**config.mk**
```make
export PLATFORM = sky130hd
export DESIGN_NAME = lsu_bus_ctrl_flat
export DESIGN_NICKNAME = d
export VERILOG_FILES = /design/src/rtl/lsu_bus_ctrl_if.sv /design/src/rtl/lsu_bus_ctrl.sv /design/src/flat_wrapper.sv
export SDC_FILE = /design/constraint.sdc
export NUM_CORES = 1
export LEC_CHECK = 0
export ABC_AREA = 0
export CAP_MARGIN = 20
export CORE_MARGIN = 8
export CORE_UTILIZATION = 49
export CTS_CLUSTER_SIZE = 8
export DETAILED_ROUTE_END_ITERATION = 16
export GPL_TIMING_DRIVEN = 0
export PLACE_DENSITY = 0.95
export SYNTH_ARGS = -nofsm -noshare
export SYNTH_HDL_FRONTEND = slang
export SYNTH_SLANG_ARGS = --single-unit
```
**constraint.sdc**
```tcl
create_clock -name clk -period 3.3 [get_ports clk]
set_input_delay 0.33 -clock clk [delete_from_list [all_inputs] [get_ports clk]]
set_output_delay 0.33 -clock clk [all_outputs]
set_load 0.02 [all_outputs]
```
**src/rtl/lsu_bus_ctrl_if.sv**
```systemverilog
// Data-bus side of the load/store unit: request/grant handshake plus the read-return channel.
interface lsu_bus_ctrl_if;
  logic        bus_req;
  logic        bus_gnt;
  logic [31:0] bus_addr;
  logic        bus_we;
  logic [3:0]  bus_be;
  logic [31:0] bus_wdata;
  logic        bus_rvalid;
  logic [31:0] bus_rdata;

  modport master (
    output bus_req, bus_addr, bus_we, bus_be, bus_wdata,
    input  bus_gnt, bus_rvalid, bus_rdata
  );

  modport slave (
    input  bus_req, bus_addr, bus_we, bus_be, bus_wdata,
    output bus_gnt, bus_rvalid, bus_rdata
  );
endinterface

```
**src/rtl/lsu_bus_ctrl.sv**
```systemverilog
// Load/store bus controller: IDLE/REQ/WAIT/DONE sequencing, byte-lane steering, load extension, timeout.
// Define LSU_MISALIGN_TRAP_EN to trap misaligned half/word accesses instead of issuing them aligned.
module lsu_bus_ctrl #(
  parameter int unsigned TIMEOUT_CYCLES = 255
) (
  input  logic           clk,
  input  logic           rst_n,
  input  logic           ls_valid,
  input  logic           ls_we,
  input  logic [1:0]     ls_size,
  input  logic           ls_unsigned,
  input  logic [31:0]    ls_addr,
  input  logic [31:0]    ls_wdata,
  output logic [31:0]    ls_rdata,
  output logic           ls_done,
  output logic           ls_stall,
  output logic           ls_err,
  lsu_bus_ctrl_if.master bus
);
  typedef enum logic [1:0] {IDLE, REQ, WAIT, DONE} state_t;

  localparam logic [15:0] TIMEOUT_LIM = 16'(TIMEOUT_CYCLES);

  state_t      state;
  logic [15:0] cnt;
  logic [1:0]  size_q;
  logic        uns_q;
  logic [1:0]  off_q;
  logic        trap;
  logic        timeout;

  // Byte offset actually used on the bus: halves snap to addr[1], words to lane 0.
  function automatic logic [1:0] lane_off(input logic [1:0] size, input logic [1:0] addr_lo);
    case (size)
      2'b00:   lane_off = addr_lo;
      2'b01:   lane_off = {addr_lo[1], 1'b0};
      default: lane_off = 2'b00;
    endcase
  endfunction

  function automatic logic [3:0] byte_en(input logic [1:0] size, input logic [1:0] off);
    case (size)
      2'b00:   byte_en = 4'b0001 << off;
      2'b01:   byte_en = 4'b0011 << off;
      default: byte_en = 4'b1111;
    endcase
  endfunction

  function automatic logic [31:0] lane_wdata(input logic [1:0] size, input logic [31:0] wd);
    case (size)
      2'b00:   lane_wdata = {4{wd[7:0]}};
      2'b01:   lane_wdata = {2{wd[15:0]}};
      default: lane_wdata = wd;
    endcase
  endfunction

  function automatic logic [31:0] load_ext(input logic [1:0] size, input logic uns,
                                           input logic [1:0] off, input logic [31:0] raw);
    logic        [31:0] sh;
    logic signed [7:0]  b;
    logic signed [15:0] h;
    sh = raw >> {off, 3'b000};
    b  = sh[7:0];
    h  = sh[15:0];
    case (size)
      2'b00:   load_ext = uns ? {24'd0, sh[7:0]}  : 32'(b);
      2'b01:   load_ext = uns ? {16'd0, sh[15:0]} : 32'(h);
      default: load_ext = sh;
    endcase
  endfunction

`ifdef LSU_MISALIGN_TRAP_EN
  assign trap = ((ls_size == 2'b01) && ls_addr[0]) || (ls_size[1] && (ls_addr[1:0] != 2'b00));
`else
  assign trap = 1'b0;
`endif

  assign timeout  = (cnt + 16'd1) == TIMEOUT_LIM;
  assign ls_stall = ls_valid & ~ls_done;

  always_ff @(posedge clk or negedge rst_n) begin
    if (!rst_n) begin
      state         <= IDLE;
      cnt           <= 16'd0;
      size_q        <= 2'b00;
      uns_q         <= 1'b0;
      off_q         <= 2'b00;
      ls_done       <= 1'b0;
      ls_err        <= 1'b0;
      ls_rdata      <= 32'd0;
      bus.bus_req   <= 1'b0;
      bus.bus_we    <= 1'b0;
      bus.bus_be    <= 4'b0000;
      bus.bus_addr  <= 32'd0;
      bus.bus_wdata <= 32'd0;
    end else begin
      ls_done  <= 1'b0;
      ls_err   <= 1'b0;
      ls_rdata <= 32'd0;
      case (state)
        IDLE: begin
          cnt <= 16'd0;
          if (ls_valid) begin
            if (trap) begin
              state   <= DONE;
              ls_done <= 1'b1;
              ls_err  <= 1'b1;
            end else begin
              state         <= REQ;
              bus.bus_req   <= 1'b1;
              bus.bus_addr  <= {ls_addr[31:2], 2'b00};
              bus.bus_we    <= ls_we;
              bus.bus_be    <= byte_en(ls_size, lane_off(ls_size, ls_addr[1:0]));
              bus.bus_wdata <= lane_wdata(ls_size, ls_wdata);
              size_q        <= ls_size;
              uns_q         <= ls_unsigned;
              off_q         <= lane_off(ls_size, ls_addr[1:0]);
            end
          end
        end
        // Grant wins over a coincident timeout.
        REQ: begin
          if (bus.bus_gnt) begin
            bus.bus_req <= 1'b0;
            cnt         <= 16'd0;
            if (bus.bus_we) begin
              state   <= DONE;
              ls_done <= 1'b1;
            end else begin
              state <= WAIT;
            end
          end else if (timeout) begin
            bus.bus_req <= 1'b0;
            cnt         <= 16'd0;
            state       <= DONE;
            ls_done     <= 1'b1;
            ls_err      <= 1'b1;
          end else begin
            cnt <= cnt + 16'd1;
          end
        end
        WAIT: begin
          if (bus.bus_rvalid) begin
            cnt      <= 16'd0;
            state    <= DONE;
            ls_done  <= 1'b1;
            ls_rdata <= load_ext(size_q, uns_q, off_q, bus.bus_rdata);
          end else if (timeout) begin
            cnt     <= 16'd0;
            state   <= DONE;
            ls_done <= 1'b1;
            ls_err  <= 1'b1;
          end else begin
            cnt <= cnt + 16'd1;
          end
        end
        DONE: begin
          cnt   <= 16'd0;
          state <= IDLE;
        end
        default: begin
          cnt   <= 16'd0;
          state <= IDLE;
        end
      endcase
    end
  end
endmodule

```
**src/flat_wrapper.sv**
```systemverilog
// flat-port wrapper written by rule: the top's interface ports become plain ports
module lsu_bus_ctrl_flat 
#(
  parameter int unsigned TIMEOUT_CYCLES = 255
)
  (clk, rst_n, ls_valid, ls_we, ls_size, ls_unsigned, ls_addr, ls_wdata, ls_rdata, ls_done, ls_stall, ls_err, bus_bus_req, bus_bus_addr, bus_bus_we, bus_bus_be, bus_bus_wdata, bus_bus_gnt, bus_bus_rvalid, bus_bus_rdata);
  lsu_bus_ctrl_if bus_i ();
  input  logic clk;
  input  logic rst_n;
  input  logic ls_valid;
  input  logic ls_we;
  input  logic [1:0] ls_size;
  input  logic ls_unsigned;
  input  logic [31:0] ls_addr;
  input  logic [31:0] ls_wdata;
  output logic [31:0] ls_rdata;
  output logic ls_done;
  output logic ls_stall;
  output logic ls_err;
  output wire logic [$bits(bus_i.bus_req)-1:0] bus_bus_req;
  output wire logic [$bits(bus_i.bus_addr)-1:0] bus_bus_addr;
  output wire logic [$bits(bus_i.bus_we)-1:0] bus_bus_we;
  output wire logic [$bits(bus_i.bus_be)-1:0] bus_bus_be;
  output wire logic [$bits(bus_i.bus_wdata)-1:0] bus_bus_wdata;
  input wire logic [$bits(bus_i.bus_gnt)-1:0] bus_bus_gnt;
  input wire logic [$bits(bus_i.bus_rvalid)-1:0] bus_bus_rvalid;
  input wire logic [$bits(bus_i.bus_rdata)-1:0] bus_bus_rdata;
  assign bus_bus_req = bus_i.bus_req;
  assign bus_bus_addr = bus_i.bus_addr;
  assign bus_bus_we = bus_i.bus_we;
  assign bus_bus_be = bus_i.bus_be;
  assign bus_bus_wdata = bus_i.bus_wdata;
  assign bus_i.bus_gnt = bus_bus_gnt;
  assign bus_i.bus_rvalid = bus_bus_rvalid;
  assign bus_i.bus_rdata = bus_bus_rdata;
  lsu_bus_ctrl #(.TIMEOUT_CYCLES(TIMEOUT_CYCLES)) u_core (.clk(clk), .rst_n(rst_n), .ls_valid(ls_valid), .ls_we(ls_we), .ls_size(ls_size), .ls_unsigned(ls_unsigned), .ls_addr(ls_addr), .ls_wdata(ls_wdata), .ls_rdata(ls_rdata), .ls_done(ls_done), .ls_stall(ls_stall), .ls_err(ls_err), .bus(bus_i));
endmodule
```
==> out/qor.log, run 1 <==
qor: job.max_cap_viol_count 0
qor: clock_network.clock_path_buffers 2
qor: setup_path.critPathLaunchType register
qor: worst_hold_path.hold_class input pin to asynchronous set/reset pin
qor: synth.asyncSetResetFlopFracSynth 100%
qor: clock_network.cts_max_level 4
qor: sta.final.hold.worst_slack 415 ps
qor: grt.grt.overflow.total 0
qor: cells_and_area.fin_nets 876
qor: placement.dpl.cell_count 892
qor: pwr.cellLeakagePower 0.00373 µW
qor: cells_and_area.layout.cells.most_common clkdlybuf4s50_1
qor: synth.post_synth_instance_area 5840 µm²
qor: sta.timing.clock.skew 6.20 ps
qor: floorplan.die_w 125 µm
qor: setup_path.timing.critical_path.slowest_stage_cell clkbuf_1
qor: placement.io_port_bufs 206
qor: sta.post-route-min-period 2550 ps
qor: floorplan.floorplan_die_area 15700 µm²
qor: sta.layout_worst_path_cycle_share 77.3%
qor: detailed_routing.drcViolationCount 0
qor: synth.syn_avg_cell_area 10.9 µm²
qor: synth.synth.ff_latch_count 125
qor: cells_and_area.antenna_cells_inserted 0
qor: setup_path.critical_path.reg2reg.endpoint u_core.bus.bus_addr[28]$_DFFE_PN0P_
qor: grt.vias_in_the_first_global_route 5545
qor: sta.max_clock_freq 0.392 GHz
qor: grt.grt_usage 24.7%
qor: floorplan.initial_core_util 49.5%
qor: placement.detailedPlace.worstSlack 749 ps
qor: cells_and_area.regArea 3130 µm²
qor: cells_and_area.area_growth_syn_to_layout 49.8%
qor: pwr.power.net_switching 2800 µW
qor: cells_and_area.num-fill-cells 744
qor: synth.synth-edff-count 0
qor: pwr.internal_power_contribution 4830 µW
qor: setup_path.worstSetupEndpointType register
qor: pwr.power.density_cell_area 871 nW/µm²
qor: sta.timing_max_transition_violations_final 0
qor: pwr.total_power 7630 µW
qor: setup_path.critPathArrivalTime 2850 ps
qor: pwr.power.sequential.fraction 30.6%
qor: setup_path.cpPeakStageDelay 530 ps
qor: setup_path.ff2ff_setup_slack 750 ps
qor: setup_path.critical_path_class register to register
qor: detailed_routing.post_drt_via_cell_ratio 5.55
qor: setup_path.worst-endpoint-required 3600 ps
qor: detailed_routing.finalWirelength 19000 µm
qor: setup_path.path_buf_inv 3
qor: detailed_routing.total_number_of_vias 5131
qor: clock_network.clkTransAtPathRegs 60 ps
qor: clock_network.tritoncts_clock_tree built
qor: clock_network.cts.root.buffer_cell clkbuf_16
qor: floorplan.placeableCoreArea 11800 µm²
qor: sta.timing.final.setup_violations 0
qor: sta.max_slew_margin 34.0%
qor: setup_path.worst-path-max-fanout 10
qor: sta.worstMarginPinSlew 987 ps
qor: pwr.p_clk_share 25.8%
qor: setup_path.timing.critical_path.cells inv_1 > ha_1 > nand2_1 > clkbuf_1 > clkbuf_1 > mux2_2
qor: cells_and_area.drive_above_1_share 12.6%
qor: clock_network.cts_repair_resize_count 0
qor: placement.globalplace.congestion 0.976
qor: sta.post-route-worst-setup-slack 750 ps
qor: setup_path.cpLargestDelayFamily buffers and inverters
qor: synth.synth_sequential_area_ratio 53.5%
qor: clock_network.clkLatencyLatePin 420 ps
qor: sta.final.setup.tns 0 ps
qor: grt.grt_first_pass_wirelength 30400 µm
qor: setup_path.r2r-start u_core.state[0]$_DFFE_PN0P_
qor: pwr.ir_drop 635 µV
qor: status.outcome complete, no violations
qor: floorplan.pin_count 210
qor: detailed_routing.route.antenna.remaining_nets 0
qor: synth.post_synth_num_cell_types 46
qor: clock_network.cts-buffers-inserted 17
qor: cells_and_area.multi_input_area 2550 µm²
qor: cells_and_area.final-instance-count-excl-fill 924
qor: clock_network.numClockSinks 125
qor: detailed_routing.wl_per_cell 20.5 µm
qor: grt.grt_start_max_net_pins 82
qor: pwr.power.share.switching 36.7%
qor: setup_path.cp_dominant_cell_by_count clkbuf_1
qor: floorplan.core.rowCount 40
qor: detailed_routing.firstDrtPassIters 5
qor: pwr.power_frac_comb 43.6%
qor: sta.final_hold_violating_endpoints 0
qor: synth.synth_warnings 0
qor: synth.most_used_flip_flop_cell_after_synthesis dfrtp_1
qor: grt.grt_antenna_before_repair 0
qor: placement.dpl.hpwl 13700 µm
qor: floorplan.floorplan.die.height 125 µm
qor: setup_path.reg2regPathDepth 6
qor: synth.synthesis.instances 537
qor: detailed_routing.first_iteration_detailed_routing_drc_count 509
qor: sta.rsz0062_at_grt no
qor: cells_and_area.layout.cells.most_common_list clkdlybuf4s50_1, dfrtp_1, nand2_1
kinds of logic after synthesis:
group | after synthesis | synth area share, %
multiplexers | 87 | 15.8
other | 1 | 0.0642
buffers and inverters | 42 | 2.95
AO/OA/AOI/OAI | 104 | 11.1
XOR/XNOR | 16 | 2.40
flip-flops | 125 | 53.5
AND/OR/NAND/NOR | 156 | 12.8
adder cells (fa/ha/maj) | 6 | 1.28
worst max path at each step:
stage / from / to / slack [ps] / cells after the start
detailed placement: ls_valid / u_core.bus.bus_wdata[5]$_DFFE_PN0P_ / 750 / 5
finish: u_core.state[0]$_DFFE_PN0P_ / u_core.bus.bus_addr[28]$_DFFE_PN0P_ / 750 / 6
global placement: rst_n / u_core.bus.bus_we$_DFFE_PN0P_ / -2710 / 1
global route: u_core.state[0]$_DFFE_PN0P_ / u_core.bus.bus_addr[28]$_DFFE_PN0P_ / 640 / 6
CTS: u_core.state[0]$_DFFE_PN0P_ / u_core.bus.bus_wdata[5]$_DFFE_PN0P_ / 760 / 6
floorplan: u_core.state[0]$_DFFE_PN0P_ / u_core.bus.bus_addr[10]$_DFFE_PN0P_ / 1390 / 6
per-layer routing:
metal	global-route usage, %	wire length [µm]
met1	26.3	7130
met2	41.7	9350
met3	8.41	1500
met4	15.3	990
met5	0	0
cells in the mapped netlist (2+ instances only):
| master | count | area, µm² |
|---|---|---|
| and3_2 | 3 | 22.5 |
| nand2_1 | 69 | 259 |
| mux2i_1 | 44 | 440 |
| or2_2 | 5 | 31.3 |
| buf_2 | 3 | 15.0 |
| xor2_1 | 6 | 52.6 |
| o21ai_0 | 37 | 185 |
| buf_4 | 3 | 22.5 |
| o21a_1 | 9 | 67.6 |
| a21oi_1 | 31 | 155 |
| nor3_1 | 6 | 30.0 |
| mux2_2 | 43 | 484 |
| nor2b_1 | 9 | 56.3 |
| inv_1 | 6 | 22.5 |
| clkbuf_1 | 30 | 113 |
| dfrtp_1 | 125 | 3130 |
| nand2b_1 | 5 | 31.3 |
| and3_1 | 2 | 12.5 |
| xnor2_1 | 10 | 87.6 |
| ha_1 | 6 | 75.1 |
| nor2_1 | 40 | 150 |
| o22ai_1 | 2 | 12.5 |
| a211oi_1 | 14 | 105 |
| nand3_1 | 2 | 10.0 |
| and2_1 | 2 | 12.5 |
| nand3_2 | 2 | 20.0 |
| or3_1 | 2 | 12.5 |
| nand4_1 | 3 | 18.8 |
power by group through the flow:
| stage | registers, µW | clock network (µW) | logic [µW] |
|---|---|---|---|
| final | 2330 | 1970 | 3320 |
| after global routing | 2390 | 2050 | 3540 |
| after CTS | 2330 | 1990 | 3320 |
| after detailed placement | 2340 | 0 | 3280 |
| after global placement | 2300 | 0 | 3170 |
| after floorplan | 2870 | 0 | 1200 |
state kept, by name, summed over array words and instances, names as in the netlist, 2 cells and up:
register and flops:
u_core.bus.bus_be 4, u_core.bus.bus_wdata 32, u_core.bus.bus_addr 30, u_core.size_q 2, u_core.cnt 16, u_core.off_q 2
u_core.ls_rdata 32, u_core.state 2
layout make-up:
class	instances	area share, %
multi-input combinational	371	29.1
clock buffer	18	4.90
buffer	36	1.72
inverter	6	0.257
tap	147	2.10
clock inverter	13	2.17
timing repair buffer	208	24.0
sequential	125	35.7
repair_timing:
action                    4_1_cts  5_1_grt
hold endpoints to repair       44        0
hold buffers                    1        0
buffers inserted                0        0
through the flow:
stage / util [%] / cell area (µm²)
5_1_grt: 74.1 / 8750
4_1_cts: 74.1 / 8750
3_5_place_dp: 68.8 / 8120
6_report: 74.1 / 8750
2_1_floorplan: - / 5850
3_3_place_gp: 68.5 / 8090
(Power assumes the default switching activity.)
==> run 2: changes to the inputs <==
- CORE_UTILIZATION: 49 -> 45
- PLACE_DENSITY: 0.95 -> 0.92
- clock period: 3.3 -> 2.6 ns (I/O delays scaled with it)
==> run 2 against run 1 <==
Effect of this change: worst hold slack lost 40 ps; critical endpoint is now u_core.bus.bus_addr[25]$_DFFE_PN0P_; worst setup slack lost 510 ps; largest cell class unchanged; clock power grew 17%; critical path depth is the same; combinational power grew 24%.
==> out/qor.log, run 2 (synthesis gave the netlist of run 1 again) <==
qor: cells_and_area.antenna_cells_inserted 0 [unchanged]
qor: pwr.cellLeakagePower 0.00373 µW [-0.14%]
qor: sta.final.setup.tns 0 ps [unchanged]
qor: clock_network.cts.root.buffer_cell clkbuf_16
qor: grt.vias_in_the_first_global_route 5241 [-5.5%]
qor: setup_path.worst-endpoint-required 2890 ps [-710 ps]
qor: clock_network.cts_max_level 4 [unchanged]
qor: detailed_routing.route.antenna.remaining_nets 0 [unchanged]
qor: setup_path.r2r-start u_core.state[1]$_DFFE_PN0P_
qor: floorplan.floorplan.die.height 130 µm [+3.8%]
qor: detailed_routing.wl_per_cell 18.3 µm [-11%]
qor: status.outcome complete, no violations
qor: setup_path.reg2regPathDepth 6 [unchanged]
qor: sta.rsz0062_at_grt no
qor: setup_path.critical_path.reg2reg.endpoint u_core.bus.bus_addr[25]$_DFFE_PN0P_
qor: worst_hold_path.hold_class input pin to asynchronous set/reset pin
qor: sta.worstMarginPinSlew 1100 ps [+108 ps]
qor: pwr.power.density_cell_area 1070 nW/µm² [+23%]
qor: setup_path.critical_path_class register to register
qor: sta.final_hold_violating_endpoints 0 [unchanged]
qor: placement.globalplace.congestion 0.875 [-10%]
qor: clock_network.cts.repair_timing.setup_buffer_count 0 [unchanged]
qor: setup_path.worstSetupEndpointType register
qor: placement.dpl.hpwl 12900 µm [-5.6%]
qor: grt.grt_antenna_before_repair 0 [unchanged]
qor: cells_and_area.reg.largest.list u_core.bus.bus_wdata: 32 flops, u_core.ls_rdata: 32 flops, u_core.bus.bus_addr: 30 flops
qor: grt.grt_first_pass_wirelength 27200 µm [-10%]
qor: sta.timing_max_transition_violations_final 0 [unchanged]
qor: grt.grt.overflow.total 0 [unchanged]
qor: sta.final.hold.worst_slack 375 ps [-40.2 ps]
qor: sta.layout_worst_path_cycle_share 90.8% [+14 points]
qor: floorplan.pin_count 210 [unchanged]
qor: floorplan.floorplan_die_area 16900 µm² [+7.7%]
qor: cells_and_area.drive_above_1_share 12.7% [+0.13 points]
qor: setup_path.crit_path_end u_core.bus.bus_addr[25]$_DFFE_PN0P_
qor: grt.grt_start_max_net_pins 71 [-13%]
qor: detailed_routing.drcViolationCount 0 [unchanged]
qor: detailed_routing.first_iteration_detailed_routing_drc_count 274 [-46%]
qor: sta.timing.clock.skew 6.65 ps [+0.444 ps]
qor: clock_network.cts-buffers-inserted 17 [unchanged]
qor: cells_and_area.fin_nets 876 [unchanged]
qor: setup_path.timing.critical_path.from u_core.state[1]$_DFFE_PN0P_
qor: detailed_routing.firstDrtPassIters 5 [unchanged]
qor: floorplan.placeableCoreArea 12700 µm² [+7.3%]
qor: floorplan.initial_core_util 46.1% [-3.4 points]
qor: grt.grt_usage 20.9% [-3.8 points]
qor: floorplan.core.rowCount 41 [+2.5%]
qor: clock_network.clkTransAtPathRegs 60 ps [about the same]
qor: detailed_routing.finalWirelength 17300 µm [-8.6%]
qor: pwr.ir_drop 637 µV [+0.35%]
qor: clock_network.numClockSinks 125 [unchanged]
qor: detailed_routing.total_number_of_vias 4949 [-3.5%]
qor: setup_path.ff2ff_setup_slack 240 ps [-510 ps]
qor: floorplan.die_w 130 µm [+3.8%]
qor: setup_path.critPathLaunchType register
qor: job.max_cap_viol_count 0 [unchanged]
qor: detailed_routing.post_drt_via_cell_ratio 5.21 [-6.1%]
qor: clock_network.clock_path_buffers 2 [unchanged]
qor: placement.io_port_bufs 206 [unchanged]
qor: clock_network.tritoncts_clock_tree built
qor: setup_path.critPathArrivalTime 2650 ps [-200 ps]
qor: sta.post-route-min-period 2360 ps [-188 ps]
qor: setup_path.worst-path-max-fanout 10 [unchanged]
qor: placement.detailedPlace.worstSlack 24.7 ps [-725 ps]
qor: cells_and_area.layout.cells.most_common_list clkdlybuf4s50_1, dfrtp_1, nand2_1
qor: sta.max_clock_freq 0.423 GHz [+8.0%]
qor: sta.max_slew_margin 26.7% [-7.2 points]
qor: cells_and_area.area_growth_syn_to_layout 49.6% [about the same]
qor: cells_and_area.layout.cells.most_common clkdlybuf4s50_1
qor: clock_network.clkLatencyLatePin 410 ps [about the same]
qor: sta.timing.final.setup_violations 0 [unchanged]
qor: sta.post-route-worst-setup-slack 238 ps [-512 ps]
-- run 2: critical path: stages, from the launching register on --
cell and delay, ps:
dfrtp_1 410, inv_1 80, ha_1 260, nand2_1 150, clkbuf_1 450, clkbuf_1 490, mux2_2 400
-- run 2: metrics by stage --
step           util (%)  cells  total power, µW  cell area (µm²)
2_1_floorplan         -    538             5160             5850
3_3_place_gp       64.1    916             6950             8130
3_5_place_dp       64.4    917             7080             8150
4_1_cts            69.0    949             9410             8740
5_1_grt            69.0    949             9840             8740
6_report           69.0    949             9340             8740
-- run 2: how the worst min path moves through the flow --
stage / end / slack [ps] / cells after the start / from
floorplan: u_core.bus.bus_addr[10]$_DFFE_PN0P_ / -40 / 0 / rst_n
global route: u_core.ls_rdata[17]$_DFF_PN0_ / 410 / 2 / rst_n
global placement: u_core.bus.bus_wdata[21]$_DFFE_PN0P_ / 460 / 2 / u_core.bus.bus_wdata[21]$_DFFE_PN0P_
detailed placement: u_core.ls_rdata[5]$_DFF_PN0_ / 250 / 1 / rst_n
finish: u_core.ls_rdata[5]$_DFF_PN0_ / 380 / 2 / rst_n
CTS: u_core.ls_rdata[5]$_DFF_PN0_ / 390 / 2 / rst_n
-- run 2: layout make-up --
type / count / area [µm²]
inverters: 6 / 22.5
well taps: 172 / 215
flip-flops and latches: 125 / 3130
clock buffers: 21 / 460
multi-input cells: 371 / 2550
fillers: 912 / 3930
plain buffers: 36 / 153
clock inverters: 10 / 116
repair buffers: 208 / 2100
-- run 2: layer usage --
metal  vias up  track usage, %  part of all wire, %
met5         -               0                    0
met4         0            8.54                  2.1
met3        32            8.61                   11
met2       223            34.7                   48
met1      2376            23.6                   40
li1       2318               -                    -
-- run 2: where the power goes --
group	switching, µW	leakage [µW]	internal (µW)
Clock	844	0.000279	1450
Sequential	332	0.00160	2590
Combinational	2190	0.00185	1930
Total	3370	0.00373	5980
-- run 2: timing repair --
item,CTS,global route
setup endpoints to repair,0,19
gates resized for setup,0,4
hold buffers,1,0
endpoints found under the hold margin,55,0
==> run 3: changes to the inputs <==
- CORE_MARGIN: 8 -> unset
- RECOVER_POWER: unset -> 100
==> run 3 against run 2 <==
Effect of this change: the run now ends with max-capacitance violations, max-slew violations left; cell count stayed put; maximum frequency hardly changed; sequential power hardly changed; first-iteration DRC count is 24% higher; die area is 20% lower; clock skew is 1.0 ps lower; critical path type unchanged; largest power group unchanged.
==> out/qor.log, run 3 (synthesis gave the netlist of run 1 again) <==
qor: status.outcome finished with violations
qor: status.failed_checks max-capacitance violations, max-slew violations
qor: setup_path.worst-path-max-fanout 10 [unchanged]
qor: pwr.cellLeakagePower 0.00388 µW [+4.0%]
qor: floorplan.floorplan_die_area 13400 µm² [-20%]
qor: pwr.total_power 9320 µW [-0.25%]
qor: sta.timing.clock.skew 5.61 ps [-1.04 ps]
qor: floorplan.initial_core_util 46.3% [+0.19 points]
qor: detailed_routing.wl_per_cell 17.1 µm [-6.4%]
qor: sta.final_hold_violating_endpoints 0 [unchanged]
qor: floorplan.floorplan.die.height 116 µm [-11%]
qor: sta.post-route-worst-setup-slack 238 ps [-0.587 ps]
qor: sta.rsz0062_at_grt no
qor: clock_network.clkTransAtPathRegs 60 ps [about the same]
qor: clock_network.numClockSinks 125 [unchanged]
qor: floorplan.placeableCoreArea 12600 µm² [-0.40%]
qor: floorplan.core.rowCount 41 [unchanged]
qor: floorplan.pin_count 210 [unchanged]
qor: clock_network.cts_max_level 4 [unchanged]
qor: cells_and_area.layout.cells.most_common dfrtp_1
qor: placement.detailedPlace.worstSlack -1.35 ps [-26.0 ps]
qor: placement.io_port_bufs 206 [unchanged]
qor: setup_path.timing.critical_path.slowest_stage_cell o21ai_1
qor: clock_network.cts-buffers-inserted 17 [unchanged]
qor: sta.max_slew_margin -3.55% [-30 points]
qor: detailed_routing.firstDrtPassIters 4 [-1]
qor: placement.globalplace.congestion 0.876 [about the same]
qor: detailed_routing.route.antenna.remaining_nets 0 [unchanged]
qor: grt.grt_usage 25.5% [+4.5 points]
qor: detailed_routing.drcViolationCount 0 [unchanged]
qor: worst_hold_path.hold_class input pin to register
qor: pwr.ir_drop 588 µV [-7.7%]
qor: sta.timing.final.setup_violations 0 [unchanged]
qor: clock_network.tritoncts_clock_tree built
qor: placement.placement.cell_area 8150 µm² [unchanged]
qor: cells_and_area.finalInstanceArea 8740 µm² [about the same]
qor: cells_and_area.layout.cells.most_common_list dfrtp_1, dlygate4sd3_1, clkdlybuf4s50_1
qor: cells_and_area.fin_util 69.3% [+0.27 points]
qor: setup_path.critPathArrivalTime 2660 ps [about the same]
qor: sta.timing_max_transition_violations_final 62 [+62]
qor: sta.max_clock_freq 0.423 GHz [about the same]
qor: setup_path.worstSetupEndpointType register
qor: sta.post-route-min-period 2360 ps [+0.587 ps]
qor: cells_and_area.reg.largest.list u_core.bus.bus_wdata: 32 flops, u_core.ls_rdata: 32 flops, u_core.bus.bus_addr: 30 flops
qor: grt.grt_start_max_net_pins 65 [-8.5%]
qor: setup_path.cpPeakStageDelay 510 ps [+20 ps]
qor: floorplan.die_w 116 µm [-11%]
qor: detailed_routing.post_drt_via_cell_ratio 5.23 [+0.36%]
qor: detailed_routing.first_iteration_detailed_routing_drc_count 341 [+24%]
qor: grt.vias_in_the_first_global_route 5111 [-2.5%]
qor: sta.final.hold.worst_slack 450 ps [+74.6 ps]
qor: setup_path.critPathLaunchType register
qor: setup_path.critical_path_class register to register
qor: cells_and_area.fin_nets 875 [-0.11%]
qor: clock_network.clkLatencyLatePin 420 ps [about the same]
qor: sta.worstMarginPinSlew 1550 ps [+458 ps]
qor: detailed_routing.total_number_of_vias 4967 [+0.36%]
qor: setup_path.worst-endpoint-required 2890 ps [about the same]
qor: detailed_routing.finalWirelength 16200 µm [-6.4%]
qor: cells_and_area.antenna_cells_inserted 0 [unchanged]
qor: setup_path.cpLargestDelayFamily buffers and inverters
qor: pwr.power.density_cell_area 1070 nW/µm² [-0.23%]
qor: sta.layout_worst_path_cycle_share 90.9% [about the same]
qor: grt.grt.overflow.total 0 [unchanged]
qor: cells_and_area.area_growth_syn_to_layout 49.6% [about the same]
qor: clock_network.cts.root.buffer_cell clkbuf_16
qor: setup_path.timing.critical_path.cells clkbuf_1 > mux2i_1 > mux2_1 > or2_2 > a21oi_1 > o21ai_1 > clkbuf_2 > nor2_1
qor: grt.grt_antenna_before_repair 0 [unchanged]
qor: job.max_cap_viol_count 1 [+1]
qor: setup_path.path_buf_inv 2 [-1]
qor: clock_network.clock_path_buffers 2 [unchanged]
qor: cells_and_area.drive_above_1_share 12.2% [-0.51 points]
qor: placement.dpl.hpwl 11700 µm [-9.5%]
qor: grt.grt_first_pass_wirelength 25600 µm [-5.9%]
==> run 3: path summary, 6_finish.rpt <==
check / startpoint / end / slack (ps) / cells after the start
max in group asynchronous: rst_n / u_core.bus.bus_wdata[29]$_DFFE_PN0P_ / 840 / 3
hold / removal: ls_addr[2] / u_core.bus.bus_addr[2]$_DFFE_PN0P_ / 450 / 2
hold reg to reg: u_core.bus.bus_wdata[30]$_DFFE_PN0P_ / u_core.bus.bus_wdata[30]$_DFFE_PN0P_ / 470 / 2
setup / recovery: u_core.off_q[0]$_DFFE_PN0P_ / u_core.ls_rdata[21]$_DFF_PN0_ / 240 / 8
min in group asynchronous: rst_n / u_core.bus.bus_addr[22]$_DFFE_PN0P_ / 760 / 2
setup reg to reg: u_core.off_q[0]$_DFFE_PN0P_ / u_core.ls_rdata[21]$_DFF_PN0_ / 240 / 8
==> run 3: worst reg2reg max path: cells and delay by family (launching register included) <==
kind | cells | cell delay, ps
buffers and inverters | 2 | 660
multiplexers | 2 | 500
flip-flops | 1 | 320
AND/OR/NAND/NOR | 2 | 210
AO/OA/AOI/OAI | 2 | 560
==> run 3: final cells by class <==
cell class / count / area [µm²]
buffer: 35 / 144
clock buffer: 18 / 439
clock inverter: 14 / 193
fill: 916 / 3880
inverter: 6 / 22.5
multi-input combinational: 371 / 2510
sequential: 125 / 3130
tap: 172 / 215
timing repair buffer: 208 / 2090
==> run 3: metal layers <==
layer  part of all wire [%]  wire length (µm)  global-route usage [%]
met2                     50              8070                    43.8
met4                    3.0               481                    11.5
met5                      0                 0                       0
met1                     39              6290                    28.7
met3                    8.6              1390                    8.37
==> run 3: metrics by stage <==
step / instances / setup TNS, ps
5_1_grt: 949 / 0
6_report: 949 / 0
3_5_place_dp: 917 / -1.35
4_1_cts: 950 / 0
2_1_floorplan: 538 / 0
3_3_place_gp: 916 / -443870
==> run 3: timing repair <==
action,4_1_cts,5_1_grt
endpoints found under the setup margin,10,40
resized for setup,1,0
pin swaps,0,0
buffers inserted,0,0
hold buffers,1,0
hold endpoints to repair,61,0
==> run 3: power breakdown <==
part	switching [µW]	leakage, µW	internal (µW)
registers	326	0.00160	2590
logic	2180	0.00199	1710
clock network	894	0.000291	1630
total	3400	0.00388	5920
